--- src/rtl/ir_scan_engine_if.sv ---
// ---------------------------------------------------------------------------
// ir_scan_engine_if : result stream (valid/ready) carrying one rx count per beat
// Revision: 1.0 - initial release
// ---------------------------------------------------------------------------
`default_nettype none

interface ir_scan_engine_if #(
  parameter int kTxCount   = 12,
  parameter int kRxCount   = 20,
  parameter int kCountBits = 20
);
  localparam int kTxW = (kTxCount > 1) ? $clog2(kTxCount) : 1;
  localparam int kRxW = (kRxCount > 1) ? $clog2(kRxCount) : 1;

  logic                  res_valid;
  logic                  res_ready;
  logic [kTxW-1:0]       res_tx;
  logic [kRxW-1:0]       res_rx;
  logic [kCountBits-1:0] res_count;
  logic                  res_last;

  modport master (
    output res_valid, res_tx, res_rx, res_count, res_last,
    input  res_ready
  );

  modport slave (
    input  res_valid, res_tx, res_rx, res_count, res_last,
    output res_ready
  );
endinterface

`default_nettype wire

--- src/rtl/ir_scan_engine.sv ---
// ---------------------------------------------------------------------------
// ir_scan_engine : time-multiplexed IR emitter scan with per-receiver pulse
//                  counting and a per-slot result streamer.
// Option macro   : IR_SCAN_RX_SYNC_EN (two-flop synchronizer on ir_rx)
// Revision: 1.0 - initial release
// ---------------------------------------------------------------------------
`default_nettype none

module ir_scan_engine #(
  parameter int kHalfPeriodClocks = 329,
  parameter int kBurstHalves      = 1520,
  parameter int kRepeatHalves     = 2280,
  parameter int kMaskHalves       = 380,
  parameter int kTxCount          = 12,
  parameter int kRxCount          = 20,
  parameter int kCountBits        = 20
) (
  input  wire logic                clk,
  input  wire logic                rst_n,
  input  wire logic                run,
  input  wire logic [kTxCount-1:0] tx_enable,
  input  wire logic [kRxCount-1:0] ir_rx,
  output logic      [kTxCount-1:0] ir_tx,
  output logic      [7:0]          overrun_count,
  ir_scan_engine_if.master         res
);

  localparam int kTxW   = (kTxCount > 1) ? $clog2(kTxCount) : 1;
  localparam int kRxW   = (kRxCount > 1) ? $clog2(kRxCount) : 1;
  localparam int kModW  = $clog2(kHalfPeriodClocks + 1);
  localparam int kSlotW = $clog2(kRepeatHalves + 1);

  typedef enum logic [0:0] {ST_IDLE = 1'b0, ST_SEND = 1'b1} state_t;

  logic [kModW-1:0]                      mod_cnt_q, mod_cnt_d;
  logic                                  mod_state_q, mod_state_d;
  logic [kSlotW-1:0]                     slot_q, slot_d;
  logic [kTxW-1:0]                       cur_tx_q, cur_tx_d;
  logic [kTxCount-1:0]                   ir_tx_q, ir_tx_d;
  logic [kRxCount-1:0][kCountBits-1:0]   cnt_q, cnt_d, cnt_upd;
  logic [kRxCount-1:0][kCountBits-1:0]   lat_q, lat_d;
  logic [kTxW-1:0]                       lat_tx_q, lat_tx_d;
  logic [kRxW-1:0]                       rx_idx_q, rx_idx_d;
  logic [7:0]                            ovr_q, ovr_d;
  state_t                                state_q, state_d;
  logic                                  half_edge, slot_end;
  logic [kRxCount-1:0]                   rx_s;

`ifdef IR_SCAN_RX_SYNC_EN
  logic [kRxCount-1:0] rx_sync1_q, rx_sync2_q;

  // Detectors idle high, so the synchronizer resets to "no light".
  always_ff @(posedge clk or negedge rst_n) begin
    if (!rst_n) begin
      rx_sync1_q <= '1;
      rx_sync2_q <= '1;
    end else begin
      rx_sync1_q <= ir_rx;
      rx_sync2_q <= rx_sync1_q;
    end
  end
  assign rx_s = rx_sync2_q;
`else
  assign rx_s = ir_rx;
`endif

  assign half_edge = run && (mod_cnt_q == kModW'(kHalfPeriodClocks - 1));
  assign slot_end  = half_edge && (slot_q == kSlotW'(kRepeatHalves - 1));

  always_comb begin
    mod_cnt_d   = mod_cnt_q;
    mod_state_d = mod_state_q;
    slot_d      = slot_q;
    cur_tx_d    = cur_tx_q;
    ir_tx_d     = '0;
    if (!run) begin
      mod_cnt_d   = '0;
      mod_state_d = 1'b0;
      slot_d      = '0;
      cur_tx_d    = '0;
    end else begin
      mod_cnt_d = half_edge ? '0 : mod_cnt_q + kModW'(1);
      if (half_edge) begin
        mod_state_d = ~mod_state_q;
      end
      if (slot_end) begin
        slot_d   = '0;
        cur_tx_d = (cur_tx_q == kTxW'(kTxCount - 1)) ? '0 : cur_tx_q + kTxW'(1);
      end else if (half_edge) begin
        slot_d = slot_q + kSlotW'(1);
      end
      // A disabled transmitter keeps its slot dark: ambient baseline.
      if ((slot_q < kSlotW'(kBurstHalves)) && mod_state_q && tx_enable[cur_tx_q]) begin
        ir_tx_d[cur_tx_q] = 1'b1;
      end
    end
  end

  always_comb begin
    cnt_upd = cnt_q;
    cnt_d   = '0;
    for (int i = 0; i < kRxCount; i++) begin
      if (run && (slot_q >= kSlotW'(kMaskHalves)) && !rx_s[i] && !(&cnt_q[i])) begin
        cnt_upd[i] = cnt_q[i] + kCountBits'(1);
      end
      cnt_d[i] = (!run || slot_end) ? '0 : cnt_upd[i];
    end
  end

  // The latch captures this clock's update so the slot's last clock is counted.
  always_comb begin
    state_d  = state_q;
    lat_d    = lat_q;
    lat_tx_d = lat_tx_q;
    rx_idx_d = rx_idx_q;
    ovr_d    = ovr_q;
    case (state_q)
      ST_IDLE: begin
        if (slot_end) begin
          lat_d    = cnt_upd;
          lat_tx_d = cur_tx_q;
          rx_idx_d = '0;
          state_d  = ST_SEND;
        end
      end
      ST_SEND: begin
        if (slot_end && (ovr_q != 8'hFF)) begin
          ovr_d = ovr_q + 8'd1;
        end
        if (res.res_ready) begin
          if (rx_idx_q == kRxW'(kRxCount - 1)) begin
            state_d = ST_IDLE;
          end else begin
            rx_idx_d = rx_idx_q + kRxW'(1);
          end
        end
      end
      default: state_d = ST_IDLE;
    endcase
  end

  always_ff @(posedge clk or negedge rst_n) begin
    if (!rst_n) begin
      mod_cnt_q   <= '0;
      mod_state_q <= 1'b0;
      slot_q      <= '0;
      cur_tx_q    <= '0;
      ir_tx_q     <= '0;
      cnt_q       <= '0;
      lat_q       <= '0;
      lat_tx_q    <= '0;
      rx_idx_q    <= '0;
      ovr_q       <= '0;
      state_q     <= ST_IDLE;
    end else begin
      mod_cnt_q   <= mod_cnt_d;
      mod_state_q <= mod_state_d;
      slot_q      <= slot_d;
      cur_tx_q    <= cur_tx_d;
      ir_tx_q     <= ir_tx_d;
      cnt_q       <= cnt_d;
      lat_q       <= lat_d;
      lat_tx_q    <= lat_tx_d;
      rx_idx_q    <= rx_idx_d;
      ovr_q       <= ovr_d;
      state_q     <= state_d;
    end
  end

  assign ir_tx         = ir_tx_q;
  assign overrun_count = ovr_q;
  assign res.res_valid = (state_q == ST_SEND);
  assign res.res_tx    = lat_tx_q;
  assign res.res_rx    = rx_idx_q;
  assign res.res_count = lat_q[rx_idx_q];
  assign res.res_last  = (state_q == ST_SEND) && (rx_idx_q == kRxW'(kRxCount - 1));

endmodule

`default_nettype wire

--- src/flat_wrapper.sv ---
// flat-port wrapper written by rule: the top's interface ports become plain ports
module ir_scan_engine_flat 
#(
  parameter int kHalfPeriodClocks = 329,
  parameter int kBurstHalves      = 1520,
  parameter int kRepeatHalves     = 2280,
  parameter int kMaskHalves       = 380,
  parameter int kTxCount          = 12,
  parameter int kRxCount          = 20,
  parameter int kCountBits        = 20
)
  (clk, rst_n, run, tx_enable, ir_rx, ir_tx, overrun_count, res_res_valid, res_res_tx, res_res_rx, res_res_count, res_res_last, res_res_ready);
  ir_scan_engine_if #(.kTxCount(kTxCount), .kRxCount(kRxCount), .kCountBits(kCountBits)) res_i ();
  input  wire logic clk;
  input  wire logic rst_n;
  input  wire logic run;
  input  wire logic [kTxCount-1:0] tx_enable;
  input  wire logic [kRxCount-1:0] ir_rx;
  output logic      [kTxCount-1:0] ir_tx;
  output logic      [7:0] overrun_count;
  output wire logic [$bits(res_i.res_valid)-1:0] res_res_valid;
  output wire logic [$bits(res_i.res_tx)-1:0] res_res_tx;
  output wire logic [$bits(res_i.res_rx)-1:0] res_res_rx;
  output wire logic [$bits(res_i.res_count)-1:0] res_res_count;
  output wire logic [$bits(res_i.res_last)-1:0] res_res_last;
  input wire logic [$bits(res_i.res_ready)-1:0] res_res_ready;
  assign res_res_valid = res_i.res_valid;
  assign res_res_tx = res_i.res_tx;
  assign res_res_rx = res_i.res_rx;
  assign res_res_count = res_i.res_count;
  assign res_res_last = res_i.res_last;
  assign res_i.res_ready = res_res_ready;
  ir_scan_engine #(.kHalfPeriodClocks(kHalfPeriodClocks), .kBurstHalves(kBurstHalves), .kRepeatHalves(kRepeatHalves), .kMaskHalves(kMaskHalves), .kTxCount(kTxCount), .kRxCount(kRxCount), .kCountBits(kCountBits)) u_core (.clk(clk), .rst_n(rst_n), .run(run), .tx_enable(tx_enable), .ir_rx(ir_rx), .ir_tx(ir_tx), .overrun_count(overrun_count), .res(res_i));
endmodule
--- config.mk ---
export PLATFORM = sky130hd
export DESIGN_NAME = ir_scan_engine_flat
export DESIGN_NICKNAME = d
export VERILOG_FILES = /design/src/rtl/ir_scan_engine_if.sv /design/src/rtl/ir_scan_engine.sv /design/src/flat_wrapper.sv
export SDC_FILE = /design/constraint.sdc
export NUM_CORES = 2
export LEC_CHECK = 0
export BUFFER_PORTS_ARGS = -buffer_cell sky130_fd_sc_hd__buf_2
export CAP_MARGIN = 20
export CORE_ASPECT_RATIO = 1.25
export CORE_UTILIZATION = 55
export DETAILED_ROUTE_END_ITERATION = 12
export MAX_ROUTING_LAYER = met4
export PLACE_DENSITY = 0.71
export SLEW_MARGIN = 20
export SYNTH_ARGS = -nofsm -noshare
export SYNTH_HDL_FRONTEND = slang
export SYNTH_SLANG_ARGS = --single-unit
--- constraint.sdc ---
create_clock -name clk -period 4.6 [get_ports clk]
set_input_delay 0.23 -clock clk [delete_from_list [all_inputs] [get_ports clk]]
set_output_delay 0.23 -clock clk [all_outputs]
set_load 0.1 [all_outputs]
Word level (Yosys, flattened, before mapping). Index checks and enable logic that the tools add are counted.

Add/subtract/negate cells: 25. Reduce and logical (&&, ||, !) cells: 113. Order comparisons: 5. Bitwise logic cells: 2. Mux-type cells: 66. Equality and inequality tests: 11.

Operators with widths (count): 20-bit 2-to-1 mux (41); 20-bit by 1-bit adder with 20-bit output, second input constant (20); 20-bit AND reduction (20); 20-bit binary-select mux with 5-bit select (1); 12-bit 2-to-1 mux (5); 1-bit logical AND (48); 1-bit logical NOT (41); 9-bit 2-to-1 mux (2); 5-bit 2-to-1 mux (3); 12-bit by 1-bit adder with 12-bit output, second input constant (1); 12-bit equality test, second input constant (1); 12-bit by 9-bit >= comparator with 1-bit output, second input constant (1); 12-bit by 11-bit less-than comparator with 1-bit output, second input constant (1); 4-bit 2-to-1 mux (3); 5-bit case mux with 2 select lines (1); 9-bit by 1-bit adder with 9-bit output, second input constant (1); 9-bit equality test, second input constant (1); 8-bit by 1-bit adder with 8-bit output, second input constant (1); 8-bit != test, second input constant (1); 1-bit 2-to-1 mux (7); 5-bit by 6-bit less-than comparator with 1-bit output, second input constant (1); 2-bit by 1-bit != test with 1-bit output, second input constant (3); 5-bit by 1-bit adder with 5-bit output, second input constant (1); 5-bit equality test, second input constant (1); 13 further kinds (16).

Flip-flop bits (word level): 856. Output and inout bits: 51. Input port bits: 36. Logic and storage cells: 271.

Longest topological paths before layout.
Depth after elaboration: 6. Gate-level depth with buffers: 11. Depth with buffers taken out: 7.

Worst setup path after synthesis. Ideal clock, no wire load.

Path kind: register -> output. From: register u_core.rx_idx_q[0] (netlist: u_core.res.res_rx[0]). To: output res_res_count[12]. Buffers on the path: 3. Arrival: 4418 ps. Stages on the path, launching flop included: 7. Slack: -48 ps. Data required time: 4370 ps. Cell sequence: dfrtp_1 -> clkbuf_1 -> buf_1 -> buf_1 -> mux4_2 -> a21oi_1 -> o21ai_0.

Cells in the longest elaborated chain, start to end: 2.

RTL lines: from (decl) (RTL line ir_scan_engine.sv:43) `logic [kRxW-1:0] rx_idx_q, rx_idx_d;`; from (signal assigned) (RTL line ir_scan_engine.sv:164) `rx_idx_q <= rx_idx_d;`; 20-bit binary-select mux with 5-bit select (RTL line ir_scan_engine.sv:175) `assign res.res_count = lat_q[rx_idx_q];`; 20-bit 2-to-1 mux (not written as such) (RTL line ir_scan_engine.sv:175); to (decl) (RTL line flat_wrapper.sv:24) `output wire logic [$bits(res_i.res_count)-1:0] res_res_count;`.

No other way between the ends. The select of a mux whose other input is x is not followed.

Final worst setup path.
From: register u_core.rx_idx_q[0] (netlist: u_core.res.res_rx[0]). To: output res_res_count[3].

The elaborated chain is that of the path after synthesis.

==> run summary <==
Logic pwr share - 2.3%
Synth Area in XOR/XNOR - 4.01%
Top Family by Delay on Critical Path - buffers and inverters
Hold Path Class - in -> reg
First-pass GRT wire length - 209,000 um
Num ports - 87
CTS HTree Levels - 3
Pleak - 0.0196 uW
TritonCTS clock tree - yes
Largest net degree at the start of global routing - 155
VDD IR max - 0.329 mV
Area leader, netlist - dfrtp_1
EDFF count, synth - 0
Core Region - 80,600 um2
Routed len/inst - 23.0 um
Clock Sinks - 856
Synthesized cell area - 45,000 um2
Port Buf Inserts - 86
WP data arrival - 3.75 ns
Seq/Total Area, Yosys - 47.6%
Sw frac - 22.6%
Die H - 322 um
Cell Pwr Density - 310 nW/um2
Total global-route track usage - 33.1%
Register Area - 21,400 um2
Worst-path maximum fanout - 48
Yosys warns - 0
Top_reg_cell synth - dfrtp_1
Vias/cell - 6.59
Worst Hold End - u_core.cnt_q[145]
Sw Pwr - 3450 uW
Critical path capture point type - output port
Routed Antenna Nets - 0
Worst Setup SP - u_core.res.res_rx[0]
DPL Wire Length - 91,500 um
HP Start - ir_rx[7]
Drt pass-1 iters - 10
Max Root-Sink Buffers - 3
WHS - 0.0636 ns
Nets - 4,687
Die footprint - 83,000 um2
Async S/R FF share, synth - 100%
Critical Path Source Type - register
Total Neg Setup Slack - 0 ns
Clock power share - 48.3%
Final setup violation count - 0
Flop pwr share - 49.4%
Place WS - 1.26 ns
Starting Density - 55.9%
Crit path cell chain - buf_12, buf_4, mux4_2, a21oi_1, o21ai_0, buf_2
Finished Core Util - 61.2%
Fillers - 6,834
Grt ovf - 0
Area Growth Syn to Fin - 9.50%
Die W - 258 um
Top area cells in the synthesized netlist - dfrtp_1, mux4_2, nand2_1
Clk root buf - clkbuf_16
Share of post-route cells with drive strength above 1 - 9.27%
Slew HR - 26.9%
Compound-gate portion of the synthesized area - 13.2%
Largest stage delay, worst path - 0.93 ns
Vias in the first global route - 35,700
Antenna violations before repair - 2
Fin Clk Skew - 0.0390 ns
Clock network latency to the later pin of the worst-skew pair - 0.67 ns
Largest family of logic cells by synthesized area - simple AND/OR/NAND/NOR gates
R2r startpoint - u_core.mod_cnt_q[0]
Post-synthesis mux area share - 6.67%
Area of the multi-input gates - 22,100 um2
Syn avg cell area - 9.58 um2
Crit path time final - 3.98 ns
Fmax - 251 MHz
Synth top area share - 47.6%
Synth cell types - 69
Syn Inst Count - 4,698
DRC Markers - 2
RD Place Congestion - 0.953
Slew @ Worst Pin - 1.10 ns
DRT iter0 DRCs - 3,768
Final worst setup slack - 0.615 ns
Clock transition at the registers of the reported paths - 0.07 ns
Worst Hold Path Cells - 4
Setup slack, reg-to-reg - 1.40 ns
Syn Nets - 4,764
Worst Path Buf+Inv - 3
Inserted Clock Buffers - 88
Max-cap violations - 0
Tcrit/Tclk final - 86.6%
Status - finished with violations
Setup Crit Path Kind - reg -> out
Failing checks - design-rule violations
Cell row count - 116
Total power - 15,300 uW
Synth Area in Simple Gates - 24.3%
RSZ-0062 raised after global routing - no
Worst path slowest cell - dfrtp_4
Total Wirelength - 132,000 um
Slew Limit Fails - 0
Worst Reg2Reg Path Length in Cells - 8
#FFs+latches synth - 856
Adder-Cell Fraction of Synth Area - 0.834%
Worst R2R End - u_core.cnt_q[45]
Cell-internal power - 11,800 uW
Required @ worst endpoint - 4.37 ns
Fin. Hold Viols - 0
Vias - 37,900
-- logic make-up (layout without fill, tap and decap cells) --
kind of cell               count (synthesis)  in the layout
DFF                                      856            856
AOI/OAI and AO/OA                        976            976
xor gates and xnor gates                 206            206
and+or+nand+nor                         2093           2093
other                                      0              4
muxes                                    171            171
buffers and inverters                    366            361
adders and majority gates                 30             30
-- power by group through the flow --
| stage | registers [uW] | clock network [uW] | logic (uW) |
|---|---|---|---|
| floorplan | 7690 | 0 | 105 |
| global placement | 7690 | 0 | 361 |
| detailed placement | 7690 | 0 | 363 |
| CTS | 7550 | 7490 | 366 |
| global route | 7550 | 7800 | 399 |
| finish | 7550 | 7380 | 355 |
-- registers in the layout, indices dropped and copies added (netlist names) --
register and cells:
u_core.slot_q 12, u_core.res.res_valid 1, u_core.cur_tx_q 4, u_core.cnt_q 400, u_core.res.res_tx 4, u_core.mod_cnt_q 9, u_core.ir_tx 12, u_core.overrun_count 8
u_core.lat_q 400, u_core.mod_state_q 1, u_core.res.res_rx 5
-- layer usage --
layer	track usage, %	vias to the layer above	wire length [um]
met1	42.2	19000	54000
met2	53.0	1279	63900
li1	-	17400	-
met4	14.1	0	6160
met5	-	-	0
met3	4.72	278	8450
-- final cells by class --
| cell class | instances | area share (%) |
|---|---|---|
| repair buffers | 150 | 2.53 |
| inverters | 49 | 0.373 |
| flip-flops and latches | 856 | 43.5 |
| well taps | 1062 | 2.70 |
| multi-input cells | 3476 | 44.9 |
| clock buffers | 120 | 5.02 |
| diodes | 4 | 0.0203 |
| clock inverters | 42 | 0.972 |
-- worst max path at each step --
stage                        endpoint  cells after the start
floorplan           res_res_count[10]                      7
detailed placement   res_res_count[3]                      6
CTS                  res_res_count[3]                      6
global route         res_res_count[3]                      6
finish               res_res_count[3]                      6
global placement     res_res_count[3]                      6
-- placed cells by master, fill, tap and decap left out, drive strengths merged, types with 66 or more instances in the layout --
master  instances
nand4         177
dfrtp         856
nand3         300
mux4          103
xor2           76
buf           147
mux2i          66
nor2          384
nand2         505
clkbuf        121
o21ai         363
nor4           75
or4           193
a21oi         226
o211ai        131
xnor2         130
or3           163
-- stage by stage --
| step | cell area (um2) | cells |
|---|---|---|
| after floorplan | 45000 | 4698 |
| after global placement | 46300 | 5589 |
| after detailed placement | 46300 | 5590 |
| after CTS | 49300 | 5754 |
| after global routing | 49300 | 5756 |
| final | 49300 | 5759 |
-- synth_stat cells, drive strengths merged, types with 28 or more instances --
master and count:
xor2 76, a31oi 56, nand2b 28, o211ai 131
or4 193, o31ai 60, xnor2 130, and3 55
nor4 75, nand3 300, buf 113, and4 53
nand2 505, o21ai 363, a21oi 226, mux4 103
and2 33, a211oi 34, clkbuf 204, nor3 48
mux2i 66, ha 30, inv 49, nand4 177
nor2 384, dfrtp 856, or3 163
-- repair_timing --
item / CTS / global route
setup buffers: 0 / 0
endpoints found under the hold margin: 93 / 0
hold buffers: 2 / 0
gates resized for setup: 0 / 0
-- worst reg2reg max path: cells and delay by family (launching register included) --
family	cells	cell delay (ns)
simple gates	5	1.88
flops	1	0.41
buf+inv	2	0.62
fa+ha+maj	1	0.15
Note: power is estimated with default switching activity, not from simulation.
